===== src/rtl/control_ram.sv =====
// control_ram: single-port byte-wide control RAM with out-of-range flagging.
// Define CONTROL_RAM_ZERO_INIT_EN to zero-clear the array after reset release.
module control_ram #(
  parameter int DATA_WIDTH = 8,
  parameter int ADDR_WIDTH = 32,
  parameter int DEPTH_LOG2 = 8
) (
  input  logic                  clk,
  input  logic                  reset,
  input  logic                  writeEnable,
  input  logic [ADDR_WIDTH-1:0] addr,
  input  logic [DATA_WIDTH-1:0] dataIn,
  output logic [DATA_WIDTH-1:0] dataOut,
  output logic                  addrError,
  output logic                  ready
);

  localparam int DEPTH = 1 << DEPTH_LOG2;

  logic [DATA_WIDTH-1:0] r_mem [DEPTH];
  logic [DATA_WIDTH-1:0] r_data;
  logic                  r_err;
  logic                  r_ready;

  logic                  w_in_range;
  logic [DEPTH_LOG2-1:0] w_idx;
  logic                  w_user_we;
  logic                  w_sweep_we;
  logic [DEPTH_LOG2-1:0] w_sweep_idx;

  assign w_in_range = (addr >> DEPTH_LOG2) == '0;
  assign w_idx      = addr[DEPTH_LOG2-1:0];
  assign w_user_we  = reset & r_ready & writeEnable & w_in_range;

`ifdef CONTROL_RAM_ZERO_INIT_EN
  logic [DEPTH_LOG2:0] r_ptr;

  // MSB of the pointer marks the sweep as finished
  assign w_sweep_we  = reset & ~r_ready & ~r_ptr[DEPTH_LOG2];
  assign w_sweep_idx = r_ptr[DEPTH_LOG2-1:0];

  always_ff @(posedge clk or negedge reset) begin
    if (!reset) begin
      r_ptr   <= '0;
      r_ready <= 1'b0;
    end else if (!r_ready) begin
      if (r_ptr[DEPTH_LOG2]) r_ready <= 1'b1;
      else                   r_ptr   <= r_ptr + 1'b1;
    end
  end
`else
  assign w_sweep_we  = 1'b0;
  assign w_sweep_idx = '0;

  always_ff @(posedge clk or negedge reset) begin
    if (!reset) r_ready <= 1'b0;
    else        r_ready <= 1'b1;
  end
`endif

  always_ff @(posedge clk) begin
    if (w_sweep_we)     r_mem[w_sweep_idx] <= '0;
    else if (w_user_we) r_mem[w_idx]       <= dataIn;
  end

  always_ff @(posedge clk or negedge reset) begin
    if (!reset) begin
      r_data <= '0;
      r_err  <= 1'b0;
    end else if (r_ready) begin
      r_err <= ~w_in_range;
      if (!w_in_range)      r_data <= '0;
      else if (writeEnable) r_data <= dataIn;
      else                  r_data <= r_mem[w_idx];
    end else begin
      r_data <= '0;
      r_err  <= 1'b0;
    end
  end

  assign dataOut   = r_data;
  assign addrError = r_err;
  assign ready     = r_ready;

endmodule


===== config.mk =====
export PLATFORM = sky130hd
export DESIGN_NAME = control_ram
export DESIGN_NICKNAME = d
export VERILOG_FILES = /design/src/rtl/control_ram.sv
export SDC_FILE = /design/constraint.sdc
export NUM_CORES = 2
export LEC_CHECK = 0
export BUFFER_PORTS_ARGS = -buffer_cell sky130_fd_sc_hd__clkbuf_2
export CAP_MARGIN = 10
export CORE_MARGIN = 5
export CORE_UTILIZATION = 55
export CTS_CLUSTER_DIAMETER = 120
export DETAILED_ROUTE_END_ITERATION = 8
export PLACE_DENSITY = 0.71
export SYNTH_ARGS = -nofsm -noshare
export SYNTH_HDL_FRONTEND = slang
export SYNTH_SLANG_ARGS = --single-unit
export TNS_END_PERCENT = 1

===== constraint.sdc =====
create_clock -name clk -period 2 [get_ports clk]
set_clock_uncertainty 0.05 [all_clocks]
set_input_delay 0 -clock clk [delete_from_list [all_inputs] [get_ports clk]]
set_output_delay 0 -clock clk [all_outputs]
set_load 0.01 [all_outputs]

==> run_results.csv <==
group,metric,value,unit
sta,fin_crit_sh,119.3,%
cells_and_area,layout-drive-gt1-share,35.63,%
die,dieArea,0.1533,mm²
die,initial_core_util,55.14,%
sta,slew_viol_final,0,
hold_path,hp-class,"input pin to flop",
clock_network,clkTransAtPathRegs,0.06,ns
global_routing,grtUsageMet3,7.274,%
global_routing,grt_pass1_vias,44326,
setup_path,worstPathArrival,3.05,ns
global_routing,use_met2,45.79,%
route,wl_per_cell,32.93,µm
cells_and_area,stdcell_count,6875,
route,totalWireLength,226400,µm
setup_path,startpoint_type,"flop",
cells_and_area,fin_nets,4828,
placed_design,globalplace.congestion,0.9578,
power,power.density,922.4,mW/mm²
setup_path,cp-end-kind,"flop",
placed_design,port_buffers,52,
die,ios,53,
run_status,violations,"setup timing",
synthesis,seq_area_frac_synth,77.12,%
synthesis,yosysWarningCount,0,
placed_design,placedCellCount,6487,
setup_path,critical_path_buf_inv_count,1,
job,cap_violations,0,
route,drtAntennaViolNets,0,
setup_path,crit_path_top_delay_cell,"mux4_2",
synthesis,synth_cell_types,67,
global_routing,grt_pass1_wl,323000,µm
die,core_area,0.1452,mm²
hold_path,whs_path_depth,9,
placed_design,place.detailed.hpwl,152400,µm
hold_path,hold_start,"addr[19]",
setup_path,crit_required,2.67,ns
route,drt-pass1-iter-count,6,
global_routing,grt_usage,29.79,%
die,num_rows,140,
clock_network,postCtsSetupBuffers,0,
placed_design,dp_slack,-0.9761,ns
clock_network,root_buffer,"clkbuf_16",
cells_and_area,fillers,9013,
power,leakagePower,32.38,nW
clock_network,cts_buffers,196,
cells_and_area,areaGrowthSynthToFinish,21.07,%
synthesis,netlist_area,0.08007,mm²
route,drtIter0Drc,6588,
setup_path,r2r_setup_slack,-0.39,ns
hold_path,min_to,"dataOut[0]",
synthesis,ys_ff_latch,2058,
clock_network,h-tree-depth,4,
sta,relSlewSlack,42.68,%
setup_path,crit_type,"flop to flop",
synthesis,synthCells,3882,
global_routing,use_met1,41.17,%
synthesis,avgSynthCellArea,20.63,µm²
clock_network,clock_path_buffers,3,
setup_path,rr_startpoint,"r_mem[159][2]",
route,vias,44938,
die,die_h,391.6,µm
power,ir_drop,0.9156,mV
global_routing,grt_max_degree,85,
setup_path,max_stage_delay,0.50,ns
clock_network,cts.sinks,2058,
sta,finalSetupViolations,16,
route,via_per_inst,6.536,
setup_path,crit_family,"compound AO/OA/AOI/OAI gates",
sta,fin_hold_ws,0.04315,ns
setup_path,r2r_cells,7,
synthesis,syn_nets,3925,
run_status,status,"complete, but fails checks",
global_routing,busiest_layer,"met2",
global_routing,grt.overflow.total,0,
sta,rsz0062_at_grt,"yes",
setup_path,path_cells,"mux4_2, a22oi_2, buf_4, nand4_1, a311oi_2, nand3_1, o221a_1",
global_routing,antenna_found_initial,3,
sta,worst_pin_slew,0.8597,ns
synthesis,synth-async-reset-ratio,0.4859,%
die,die-width,391.6,µm
cells_and_area,final_core_util,66.76,%
synthesis,synth_ff_type,"edfxtp_1",
route,drc,0,
clock_network,clock_latency,0.82,ns
sta,hold_violations,0,
synthesis,synth-edff-count,2048,
setup_path,worstReg2RegEnd,"dataOut[2]",
sta,layout_setup_ws,-0.3857,ns
clock_network,cts_tree,"done",
sta,fmax,419.2,MHz
power,fin_total_pwr,0.08942,W
sta,fin_crit,2.386,ns
setup_path,critPathMaxFanout,1,
==> where the power goes <==
part           switching, W  leakage, nW  total, W  internal [W]
logic               0.00332         10.8   0.00550       0.00218
registers        0.00000294         18.5    0.0474        0.0474
clock network        0.0159         3.08    0.0365        0.0207
total                0.0192         32.4    0.0894        0.0702
==> cells in the mapped netlist (all sizes together), types with 5 or more instances <==
cell | n | area [µm²]
mux4 | 431 | 9707
a21oi | 34 | 170.2
a211oi | 6 | 45.04
nand4 | 24 | 150.1
clkbuf | 91 | 341.6
a221oi | 5 | 43.79
a31oi | 28 | 175.2
and3 | 10 | 62.56
o2111ai | 5 | 43.79
nand2b | 7 | 43.79
a22oi | 72 | 540.5
o22ai | 94 | 588.1
nand3b | 5 | 37.54
nor4 | 12 | 75.07
o22a | 5 | 43.79
or3 | 6 | 37.54
nand3 | 56 | 280.3
o21ai | 30 | 150.1
mux2 | 8 | 90.09
o221ai | 12 | 105.1
nor2b | 15 | 93.84
a2111oi | 8 | 70.07
nand2 | 121 | 454.2
or4 | 6 | 45.04
nor2 | 297 | 1117
a22o | 11 | 96.34
nor3 | 14 | 70.07
dfrtp | 10 | 250.2
inv | 6 | 22.52
mux2i | 207 | 2072
edfxtp | 2048 | 61500
and2 | 9 | 56.31
buf | 143 | 1084
==> logic make-up (layout without fill, tap and decap cells) <==
kind of cell / after synthesis / in the layout / share of synthesized area, %
AO/OA/AOI/OAI: 341 / 341 / 2.936
flip-flops: 2058 / 2058 / 77.12
AND/OR/NAND/NOR: 596 / 596 / 3.313
multiplexers: 646 / 646 / 14.82
other: 1 / 6 / 0.004683
buffers and inverters: 240 / 1311 / 1.808
==> state kept, by name, summed over array words and instances, names as in the netlist <==
signal,flops
r_mem,2048
dataOut,8
ready,1
addrError,1
==> metal layers <==
| layer | vias up | routed length [µm] | part of all wire, % |
|---|---|---|---|
| li1 | 17965 | - | - |
| met5 | - | 0 | 0 |
| met2 | 3264 | 105600 | 47 |
| met4 | 0 | 11960 | 5.3 |
| met1 | 23163 | 82330 | 36 |
| met3 | 546 | 26470 | 12 |
==> repair_timing <==
action,in CTS,in global routing
hold endpoints to repair,1705,0
hold buffers,17,0
setup endpoints to repair,316,1311
pin swaps,24,18
gates resized for setup,55,61
==> stage by stage <==
stage | cell area (µm²) | TNS [ns]
finish | 96940 | -1.908
global route | 96930 | -2.854
CTS | 96670 | -4.434
detailed placement | 89920 | -925.43
global placement | 89920 | -853.16
floorplan | 80340 | -588.31
==> worst max-delay path by stage <==
stage | from | end | slack [ns] | cells past startpoint
4_1_cts | r_mem[254][2] | dataOut[2] | -0.35 | 8
6_report | r_mem[159][2] | dataOut[2] | -0.39 | 7
5_1_grt | r_mem[62][2] | dataOut[2] | -0.42 | 8
3_5_place_dp | addr[0] | dataOut[4] | -0.98 | 9
2_1_floorplan | addr[1] | r_mem[131][0] | -0.42 | 9
3_3_place_gp | addr[0] | dataOut[4] | -1.02 | 9
==> layout make-up <==
class	count	area (µm²)	share of cell area, %
Clock inverter	121	1175	1.212
Multi-Input combinational cell	1584	17580	18.14
Antenna cell	5	12.51	0.01291
Clock buffer	245	5152	5.315
Timing Repair Buffer	939	8846	9.125
Inverter	6	25.02	0.02581
Tap cell	1917	2399	2.474
Sequential cell	2058	61750	63.70
==> cell usage in the layout, fill, tap and decap left out, types with 6 or more instances in the layout <==
master and instances:
nand3_1 54, a22oi_2 7, a31oi_1 23, mux2i_1 205
o21ai_1 8, clkinv_1 49, dfrtp_1 10, o221ai_1 7
edfxtp_1 2048, nand4_1 24, and2_1 6, dlygate4sd3_1 17
buf_12 139, clkinv_2 35, nor2_1 245, o22ai_2 6
buf_6 12, mux2_2 8, nor4_1 10, nor3_1 10
buf_4 719, nor2_4 23, o22ai_1 88, nor2_2 29
o21ai_0 19, mux4_2 431, a22oi_1 65, bufinv_16 18
nand2_1 117, clkbuf_16 199, clkbuf_1 46, nand2b_1 7
nor2b_1 10, a21oi_1 33, clkbuf_8 8, and3_1 8
a22o_1 11, clkbuf_2 40
==> worst reg2reg max path, stage by stage (launching register included) <==
cell	delay, ns
edfxtp_1	0.38
mux4_2	0.50
a22oi_2	0.19
buf_4	0.16
nand4_1	0.22
a311oi_2	0.42
nand3_1	0.14
o221a_1	0.22
(Power assumes the default switching activity.)
